`config.mk`:
```
export PLATFORM = sky130hd
export DESIGN_NAME = fetch_sequencer
export DESIGN_NICKNAME = d
export VERILOG_FILES = /design/src/rtl/mips_pkg.sv /design/src/rtl/fetch_sequencer.sv
export SDC_FILE = /design/constraint.sdc
export NUM_CORES = 1
export LEC_CHECK = 0
export ABC_AREA = 1
export CAP_MARGIN = 30
export CORE_AREA = 2 2 79 157
export DETAILED_ROUTE_END_ITERATION = 12
export DIE_AREA = 0 0 81 159
export PLACE_DENSITY_LB_ADDON = 0.12
export SLEW_MARGIN = 20
export SYNTH_ARGS = -nofsm -noshare
export SYNTH_HDL_FRONTEND = slang
export SYNTH_SLANG_ARGS = --single-unit
```
`constraint.sdc`:
```
create_clock -name clk -period 8.5 [get_ports clk]
set_clock_uncertainty 0.2 [all_clocks]
set_input_delay 0.85 -clock clk [delete_from_list [all_inputs] [get_ports clk]]
set_output_delay 0.85 -clock clk [all_outputs]
set_load 0.02 [all_outputs]
```
`src/rtl/mips_pkg.sv`:
```
// Shared types and constants for the MIPS fetch front end.
package mips_pkg;

  localparam int          INSTR_W  = 32;
  localparam logic [31:0] NOP_WORD = 32'h0;

  typedef enum logic [1:0] {
    BOOT = 2'd0,
    RUN  = 2'd1,
    HALT = 2'd2
  } fetch_state_t;

endpackage

```
`src/rtl/fetch_sequencer.sv`:
```
// PC owner and IF/ID register: drives the instruction ROM address, captures the
// returned word, follows downstream redirects and halts after a run of zero words.
//
// state | meaning
// BOOT  | single post-reset cycle, nothing captured
// RUN   | normal fetch, one capture per cycle unless decode stalls
// HALT  | fetch past end of program; waits for redirect or resume
module fetch_sequencer
  import mips_pkg::*;
#(
  parameter int                ADDR_W        = 32,
  parameter logic [ADDR_W-1:0] RESET_PC      = '0,
  parameter int                HALT_ZERO_RUN = 4
) (
  input  logic               clk,
  input  logic               reset,
  output logic [ADDR_W-1:0]  imem_addr,
  input  logic [INSTR_W-1:0] imem_data,
  input  logic               id_ready,
  input  logic               redirect,
  input  logic [ADDR_W-1:0]  redirect_target,
  input  logic               resume,
  output logic               if_valid,
  output logic [INSTR_W-1:0] if_instr,
  output logic [ADDR_W-1:0]  if_pc,
  output logic [ADDR_W-1:0]  if_pc4,
  output logic               halted
);

  localparam int ZW = (HALT_ZERO_RUN > 0) ? $clog2(HALT_ZERO_RUN + 1) : 1;

  fetch_state_t       state_q, state_d;
  logic [ADDR_W-1:0]  pc_q, pc_d;
  logic               if_valid_q, if_valid_d;
  logic [INSTR_W-1:0] if_instr_q, if_instr_d;
  logic [ADDR_W-1:0]  if_pc_q, if_pc_d;
  logic [ZW-1:0]      zero_cnt_q, zero_cnt_d;

  logic               advance;
  logic [ADDR_W-1:0]  target_aligned;
  logic [ZW-1:0]      zero_cnt_inc;

  assign advance        = !if_valid_q || id_ready;
  assign target_aligned = redirect_target & ~ADDR_W'(3);
  assign zero_cnt_inc   = (zero_cnt_q == {ZW{1'b1}}) ? zero_cnt_q : zero_cnt_q + ZW'(1);

  always_ff @(posedge clk or posedge reset) begin
    if (reset) begin
      state_q    <= BOOT;
      pc_q       <= RESET_PC;
      if_valid_q <= 1'b0;
      if_instr_q <= '0;
      if_pc_q    <= '0;
      zero_cnt_q <= '0;
    end else begin
      state_q    <= state_d;
      pc_q       <= pc_d;
      if_valid_q <= if_valid_d;
      if_instr_q <= if_instr_d;
      if_pc_q    <= if_pc_d;
      zero_cnt_q <= zero_cnt_d;
    end
  end

  always_comb begin
    state_d    = state_q;
    pc_d       = pc_q;
    if_valid_d = if_valid_q;
    if_instr_d = if_instr_q;
    if_pc_d    = if_pc_q;
    zero_cnt_d = zero_cnt_q;

    case (state_q)
      BOOT: begin
        state_d = RUN;
      end

      RUN: begin
        if (redirect) begin
          pc_d       = target_aligned;
          if_valid_d = 1'b0;
          zero_cnt_d = '0;
        end else if (advance) begin
          if_instr_d = imem_data;
          if_pc_d    = pc_q;
          if_valid_d = 1'b1;
          pc_d       = pc_q + ADDR_W'(4);
          zero_cnt_d = (imem_data == NOP_WORD) ? zero_cnt_inc : '0;
          // HALT_ZERO_RUN of 0 disables the end-of-program detector entirely
          if ((HALT_ZERO_RUN != 0) && (zero_cnt_d >= ZW'(HALT_ZERO_RUN)))
            state_d = HALT;
        end
      end

      HALT: begin
        if (id_ready)
          if_valid_d = 1'b0;
        if (redirect) begin
          pc_d       = target_aligned;
          if_valid_d = 1'b0;
          zero_cnt_d = '0;
          state_d    = RUN;
        end else if (resume) begin
          zero_cnt_d = '0;
          state_d    = RUN;
        end
      end

      default: begin
        state_d = BOOT;
      end
    endcase
  end

  assign imem_addr = pc_q;
  assign if_valid  = if_valid_q;
  assign if_instr  = if_instr_q;
  assign if_pc     = if_pc_q;
  assign if_pc4    = if_pc_q + ADDR_W'(4);
  assign halted    = (state_q == HALT);

endmodule

```
==> insert_results.sql, run 1 <==
INSERT INTO impl_metrics (metric_group, metric, value, unit) VALUES
('outcome', 'status', 'finished clean', ''),
('sta', 'clock.fmax', '0.271', 'GHz'),
('sta', 'finalSetupViolCount', '0', ''),
('route', 'detail_route.drc_violations', '0', ''),
('synth', 'ys_seq_area_frac', '0.427', ''),
('power_and_ir_drop', 'design_power_total', '1650', 'uW'),
('critical_path', 'timing.critical_path.slowest_cell_delay', '0.62', 'ns'),
('critical_path', 'cell_repeated_most_along_the_worst_path', 'nor2_1', ''),
('synth', 'netlist_area', '0.00574', 'mm2'),
('clocking', 'clock_root_buffer_master', 'clkbuf_16', ''),
('synth', 'ys_top_cells_by_area', 'dfrtp_1 43%, nand2_1 12%, mux2_2 7.3%', ''),
('critical_path', 'crit_type', 'reg2out', ''),
('clocking', 'cts.path.max_buffers', '2', ''),
('global_routing', 'grt.overflow.total', '0', ''),
('synth', 'synth_top_area_frac', '0.427', ''),
('global_routing', 'groute.usage.overall', '0.285', ''),
('route', 'antenna_violating_nets_post_route', '0', ''),
('power_and_ir_drop', 'power_per_cell_area', '205', 'mW/mm2'),
('worst_hold_path', 'holdPathEnd', 'if_instr[8]$_DFFE_PP0P_', ''),
('finish', 'layout.nets', '991', ''),
('clocking', 'cts_htree_levels', '3', ''),
('clocking', 'cts_repair_resize_count', '0', ''),
('clocking', 'insertion_delay', '0.34', 'ns'),
('place', 'post-place-cells', '1049', ''),
('critical_path', 'worst_path_dominant_cell_family', 'simple AND/OR/NAND/NOR gates', ''),
('critical_path', 'worstPathBufferInverterCount', '2', ''),
('finish', 'layout.core_utilization', '0.695', ''),
('route', 'vias', '5680', ''),
('global_routing', 'grt_pass1_wl', '28300', 'um'),
('power_and_ir_drop', 'max-vdd-ir-drop', '139', 'uV'),
('finish', 'antenna-diode-count', '0', ''),
('sta', 'slew_viol_final', '0', ''),
('critical_path', 'crit_arrival', '2.64', 'ns'),
('critical_path', 'critical_path_required', '7.45', 'ns'),
('critical_path', 'critical_path_cell_by_cell', 'nand4_1 -> nor2_1 -> inv_1 -> nor2_1 -> nand2_1 -> xnor2_1 -> clkdlybuf4s50_1', ''),
('route', 'vias_per_cell', '5.33', ''),
('critical_path', 'timing.critical_path.to_type', 'output port', ''),
('synth', 'avgSynthCellArea', '7.86', 'um2'),
('sta', 'layout_worst_path_cycle_share', '0.434', ''),
('critical_path', 'critical_path.startpoint_type', 'flop', ''),
('route', 'avgRoutedWirePerCell', '16.7', 'um'),
('worst_hold_path', 'timing.hold.worst.class', 'reg2reg', ''),
('clocking', 'tritoncts.num_buffers', '9', ''),
('synth', 'yosysTopAreaCell', 'dfrtp_1', ''),
('critical_path', 'crit-reg2reg-launch', 'state_q[1]$_DFFE_PP0P_', ''),
('synth', 'synth_cell_type_count', '37', ''),
('synth', 'register_bit_count_reported_by_yosys', '98', ''),
('place', 'hpwl', '14000', 'um'),
('floorplanning', 'initial_utilization', '0.494', ''),
('clocking', 'postCtsSetupBuffers', '0', ''),
('global_routing', 'antenna_found_initial', '0', ''),
('floorplanning', 'design.portCount', '199', ''),
('sta', 'max_slew.worst_pin.slew', '0.768', 'ns'),
('global_routing', 'largest_net_degree_at_the_start_of_global_routing', '71', ''),
('place', 'port-buffer-count', '190', ''),
('route', 'first_pass_iteration_count_of_the_detailed_router', '5', ''),
('clocking', 'cts-hold-fix-buffers', '0', ''),
('sta', 'layout_setup_ws', '4.81', 'ns'),
('clocking', 'cts_tree', 'built', ''),
('critical_path', 'critical_path.reg2reg.endpoint', 'if_pc[13]$_DFFE_PP0P_', ''),
('floorplanning', 'fp.dieArea', '0.0129', 'mm2'),
('sta', 'post-route-min-period', '3.69', 'ns'),
('sta', 'slew_limit_headroom', '0.486', ''),
('sta', 'timing.setup.tns', '0', 'ns'),
('floorplanning', 'die_h', '159', 'um'),
('critical_path', 'reg2reg_setup_slack', '5.88', 'ns'),
('clocking', 'clkSlewWorstSetupHoldPaths', '0.06', 'ns'),
('floorplanning', 'die_w', '81', 'um'),
('synth', 'syn_inst', '731', ''),
('power_and_ir_drop', 'p_leak', '0.00365', 'uW'),
('floorplanning', 'std_cell_rows', '56', '');
==> power by group <==
group	total, uW	internal [uW]	switching [uW]
logic	599	278	320
clock network	431	258	174
registers	623	536	87.1
==> per-stage QoR <==
stage,hold slack (ns),area [um2]
after floorplan,0.267,5760
after CTS,0.309,8060
final,0.305,8090
after global routing,0.315,8090
after global placement,0.284,7740
after detailed placement,0.293,7740
==> sequential cells by signal, summed over array words and instances, names as in the netlist <==
register and count:
if_instr 32, if_pc 30, imem_addr 30, zero_cnt_q 3, state_q 2, if_valid 1
==> cells by family (layout without fill, tap and decap cells) <==
logic type	after synthesis	after routing	synth area share
xor+xnor	31	31	0.0473
flops	98	98	0.427
fa+ha+maj	6	6	0.0131
other cells	1	6	0.000653
compound gates	93	93	0.0906
buf+inv	102	287	0.0734
simple gates	363	363	0.275
mux	37	37	0.0725
==> Yosys cell counts, drive strengths merged <==
cell type and n:
dfrtp 98, conb 1, nor4 1, or2 1, nor3 15, o21bai 2
xnor2 9, nand2 188, a31o 1, o22ai 7, nand4 16, a21oi 12
mux2 37, o31ai 2, nand3 33, a22oi 6, nor3b 1, inv 77
o21a 2, ha 6, nor2 108, buf 17, clkbuf 8, o32ai 2
xor2 22, o21ai 59
==> placed cells by master, fill, tap and decap left out, types with 6 or more instances in the layout <==
master             n
xnor2_1            9
a22oi_1            6
o21ai_0           57
nor2_1            95
o22ai_1            7
mux2_2            37
clkbuf_16          9
dfrtp_1           98
inv_1             74
xor2_1            22
nor2_2             8
nand3_1           31
a21oi_1           12
nand2_1          183
nor3_1            14
conb_1             6
nand4_1           16
clkdlybuf4s50_1  190
ha_1               6
==> worst max-delay path by stage <==
stage | start | endpoint | slack [ns] | cells past startpoint
global route | if_pc[2]$_DFFE_PP0P_ | if_pc4[24] | 4.61 | 10
finish | if_pc[5]$_DFFE_PP0P_ | if_pc4[31] | 4.81 | 7
floorplan | reset | if_instr[0]$_DFFE_PP0P_ | 4.89 | 1
CTS | if_pc[5]$_DFFE_PP0P_ | if_pc4[31] | 4.83 | 7
detailed placement | redirect | imem_addr[23]$_DFFE_PP0P_ | 5.13 | 9
global placement | redirect | if_pc[18]$_DFFE_PP0P_ | 5.17 | 5
==> metal layers <==
metal	track usage	part of all wire	vias to the layer above	wire length [um]
li1	-	-	2732	-
met1	0.278	0.33	2664	5900
met2	0.520	0.55	216	9770
met3	0.0544	0.055	68	971
met4	0.183	0.066	0	1170
met5	0	0	-	0
==> layout make-up <==
type / count / area (um2) / share of cell area
Clock buffer: 9 / 225 / 0.0279
Clock inverter: 7 / 92.6 / 0.0115
Inverter: 77 / 292 / 0.0361
Multi-Input combinational cell: 536 / 2890 / 0.357
Sequential cell: 98 / 2450 / 0.303
Tap cell: 145 / 181 / 0.0224
Timing Repair Buffer: 194 / 1950 / 0.241
Note: power is estimated with default switching activity, not from simulation.
==> inputs of run 2 (changes only) <==
CORE_AREA = 2 2 86 171   (was 2 2 79 157)
DIE_AREA = 0 0 88 173   (was 0 0 81 159)
clock period = 3.2 ns   (was 8.5 ns; I/O delays follow)
==> run 2 against run 1 <==
Effect of this change:
- global-route usage decreased by 2.9 points
- clock power increased by 140%
- register-to-register slack worse by 5.2 ns
- cell area rose by 0.99%
- die area rose by 18%
- core utilization shrank 10 points
- total power grew to 2.6 times the previous value
- sequential cell count is the same
- critical path depth down 1
- non-clock buffer count rose by 5
- first-iteration DRC count is 34% higher
- critical endpoint is now if_pc4[25]
- largest cell class unchanged
==> insert_results.sql, run 2 (synthesized netlist as in run 1, its figures left out) <==
INSERT INTO impl_metrics (metric_group, metric, value, unit) VALUES
('clocking', 'tritoncts.num_buffers', '9', ''),
('power_and_ir_drop', 'swShare', '0.359', ''),
('clocking', 'clkSlewWorstSetupHoldPaths', '0.06', 'ns'),
('floorplanning', 'core_region_area', '0.0138', 'mm2'),
('route', 'route.met3.wl', '758', 'um'),
('critical_path', 'crit_arrival', '2.59', 'ns'),
('route', 'finalWirelength', '19000', 'um'),
('power_and_ir_drop', 'power_per_cell_area', '527', 'mW/mm2'),
('clocking', 'cts_tree', 'built', ''),
('floorplanning', 'initial_utilization', '0.416', ''),
('place', 'hpwl', '15200', 'um'),
('job', 'drv.max_cap_violation_count', '0', ''),
('route', 'avgRoutedWirePerCell', '17.1', 'um'),
('sta', 'finalSetupViolCount', '0', ''),
('critical_path', 'critical_path_required', '2.68', 'ns'),
('power_and_ir_drop', 'combPwrFrac', '0.372', ''),
('route', 'vias_per_cell', '5.03', ''),
('route', 'initialDrtViolationCount', '303', ''),
('sta', 'hold_viol', '0', ''),
('route', 'drt-met1-wl', '6460', 'um'),
('power_and_ir_drop', 'p_leak', '0.00369', 'uW'),
('sta', 'max_slew.worst_pin.slew', '0.688', 'ns'),
('sta', 'hold-worst-slack', '0.219', 'ns'),
('power_and_ir_drop', 'total_switching_power', '1540', 'uW'),
('route', 'top_signal_layer_used', 'met4', ''),
('clocking', 'clock_root_buffer_master', 'clkbuf_16', ''),
('power_and_ir_drop', 'clock_power_share', '0.242', ''),
('clocking', 'cts_num_sinks', '98', ''),
('route', 'first_pass_iteration_count_of_the_detailed_router', '5', ''),
('outcome', 'status', 'finished clean', ''),
('sta', 'unrepaired_setup_endpoints_after_global_routing', 'no', ''),
('global_routing', 'grt.overflow.total', '0', ''),
('power_and_ir_drop', 'power.share.sequential', '0.386', ''),
('finish', 'drive_above_1_share', '0.0983', ''),
('place', 'post-place-ws', '0.399', 'ns'),
('route', 'vias', '5613', ''),
('critical_path', 'crit_type', 'reg2out', ''),
('sta', 'clock.fmax', '0.321', 'GHz'),
('finish', 'layout.nets', '996', ''),
('critical_path', 'crit_path_start', 'if_pc[2]$_DFFE_PP0P_', ''),
('floorplanning', 'design.portCount', '199', ''),
('sta', 'slew_viol_final', '0', ''),
('worst_hold_path', 'timing.hold.worst.class', 'in2async', ''),
('sta', 'layout_setup_ws', '0.0852', 'ns'),
('finish', 'antenna-diode-count', '0', ''),
('route', 'antenna_violating_nets_post_route', '0', ''),
('sta', 'slew_limit_headroom', '0.541', ''),
('finish', 'largest_reg_flops', '32', ''),
('floorplanning', 'std_cell_rows', '61', ''),
('clocking', 'cts-hold-fix-buffers', '0', ''),
('global_routing', 'grt_pass1_wl', '29600', 'um'),
('critical_path', 'cp_max_fo', '4', ''),
('global_routing', 'groute.usage.overall', '0.256', ''),
('floorplanning', 'fp.dieArea', '0.0152', 'mm2'),
('clocking', 'cts.path.max_buffers', '2', ''),
('clocking', 'cts_htree_levels', '3', ''),
('power_and_ir_drop', 'max-vdd-ir-drop', '365', 'uV'),
('sta', 'post-route-min-period', '3.11', 'ns'),
('finish', 'synthToLayoutAreaGrowth', '42.2', '%'),
('place', 'port-buffer-count', '190', ''),
('finish', 'stdcell_area', '0.00817', 'mm2'),
('floorplanning', 'die_h', '173', 'um'),
('critical_path', 'timing.critical_path.to_type', 'output port', ''),
('place', 'gp_congestion', '0.942', ''),
('power_and_ir_drop', 'design_power_total', '4300', 'uW'),
('clocking', 'insertion_delay', '0.35', 'ns'),
('finish', 'layout_commonest_cell', 'clkdlybuf4s50_1', ''),
('floorplanning', 'die_w', '88', 'um'),
('sta', 'layout_worst_path_cycle_share', '0.973', ''),
('route', 'detail_route.drc_violations', '0', ''),
('power_and_ir_drop', 'p_int', '2760', 'uW'),
('critical_path', 'crit-reg2reg-launch', 'state_q[0]$_DFFE_PP0P_', ''),
('route', 'wl_met2', '10900', 'um'),
('global_routing', 'largest_net_degree_at_the_start_of_global_routing', '87', ''),
('place', 'detailed_place.area', '0.00785', 'mm2'),
('global_routing', 'grt_pass1_vias', '5732', ''),
('global_routing', 'antenna_found_initial', '0', ''),
('finish', 'n_fill_cell', '1286', ''),
('sta', 'timing.setup.tns', '0', 'ns'),
('critical_path', 'critical_path.startpoint_type', 'flop', ''),
('finish', 'most-common-layout-cells', '186 x clkdlybuf4s50_1, 183 x nand2_1, 98 x dfrtp_1, 92 x nor2_1, 74 x inv_1', '');
[run 2: changes by cell type in the layout (fill, tap and decap cells not counted), sizes merged]
cell,change
buf,+5
bufinv,-2
clkbuf,+6
clkdlybuf4s50,-4
clkinv,-4
clkinvlp,+1
dlymetal6s2s,+4
inv,-1
[run 2: per-layer routing]
layer,track usage,vias to the layer above
met5,0,-
met4,0.137,0
met3,0.0368,37
met2,0.488,189
met1,0.249,2656
li1,-,2731
[run 2: worst paths after layout]
path,to,slack (ns),cells past startpoint
worst max-delay path,if_pc4[25],0.09,6
worst min-delay path,imem_addr[5]$_DFFE_PP0P_,0.22,2
worst max register to register,imem_addr[13]$_DFFE_PP0P_,0.73,10
worst min register to register,if_instr[27]$_DFFE_PP0P_,0.30,1
max in group asynchronous,if_pc[24]$_DFFE_PP0P_,1.84,3
min in group clk,if_instr[27]$_DFFE_PP0P_,0.30,1
[run 2: worst max-delay path, stage by stage (launching register included)]
cell             delay (ns)
dfrtp_1                0.41
inv_1                  0.13
nor3_2                 0.36
nand2_1                0.20
nor3_1                 0.34
xor2_1                 0.19
clkdlybuf4s50_1        0.62
[run 2: timing repair]
item	in CTS	in global routing
setup buffers	0	0
endpoints found under the setup margin	0	7
resized for setup	0	9
[run 2: power groups by stage]
stage          sequential, uW  combinational [uW]  clock (uW)
2_1_floorplan            1850                 614           0
3_3_place_gp             1670                1600           0
3_5_place_dp             1680                1610           0
4_1_cts                  1660                1620        1070
5_1_grt                  1690                1730        1110
6_report                 1660                1600        1040
[run 2: per-stage QoR]
| step | utilization | std cells |
|---|---|---|
| floorplan | - | 736 |
| global placement | 0.568 | 1099 |
| detailed placement | 0.568 | 1099 |
| CTS | 0.589 | 1115 |
| global route | 0.591 | 1115 |
| finish | 0.591 | 1115 |
[run 2: layout make-up]
cell class	instances	area, um2	area share
clock buffers	15	278	0.0340
clock inverters	1	7.51	0.000919
inverters	77	292	0.0357
multi-input cells	536	2910	0.356
flip-flops and latches	98	2450	0.300
well taps	189	236	0.0290
repair buffers	199	1990	0.244
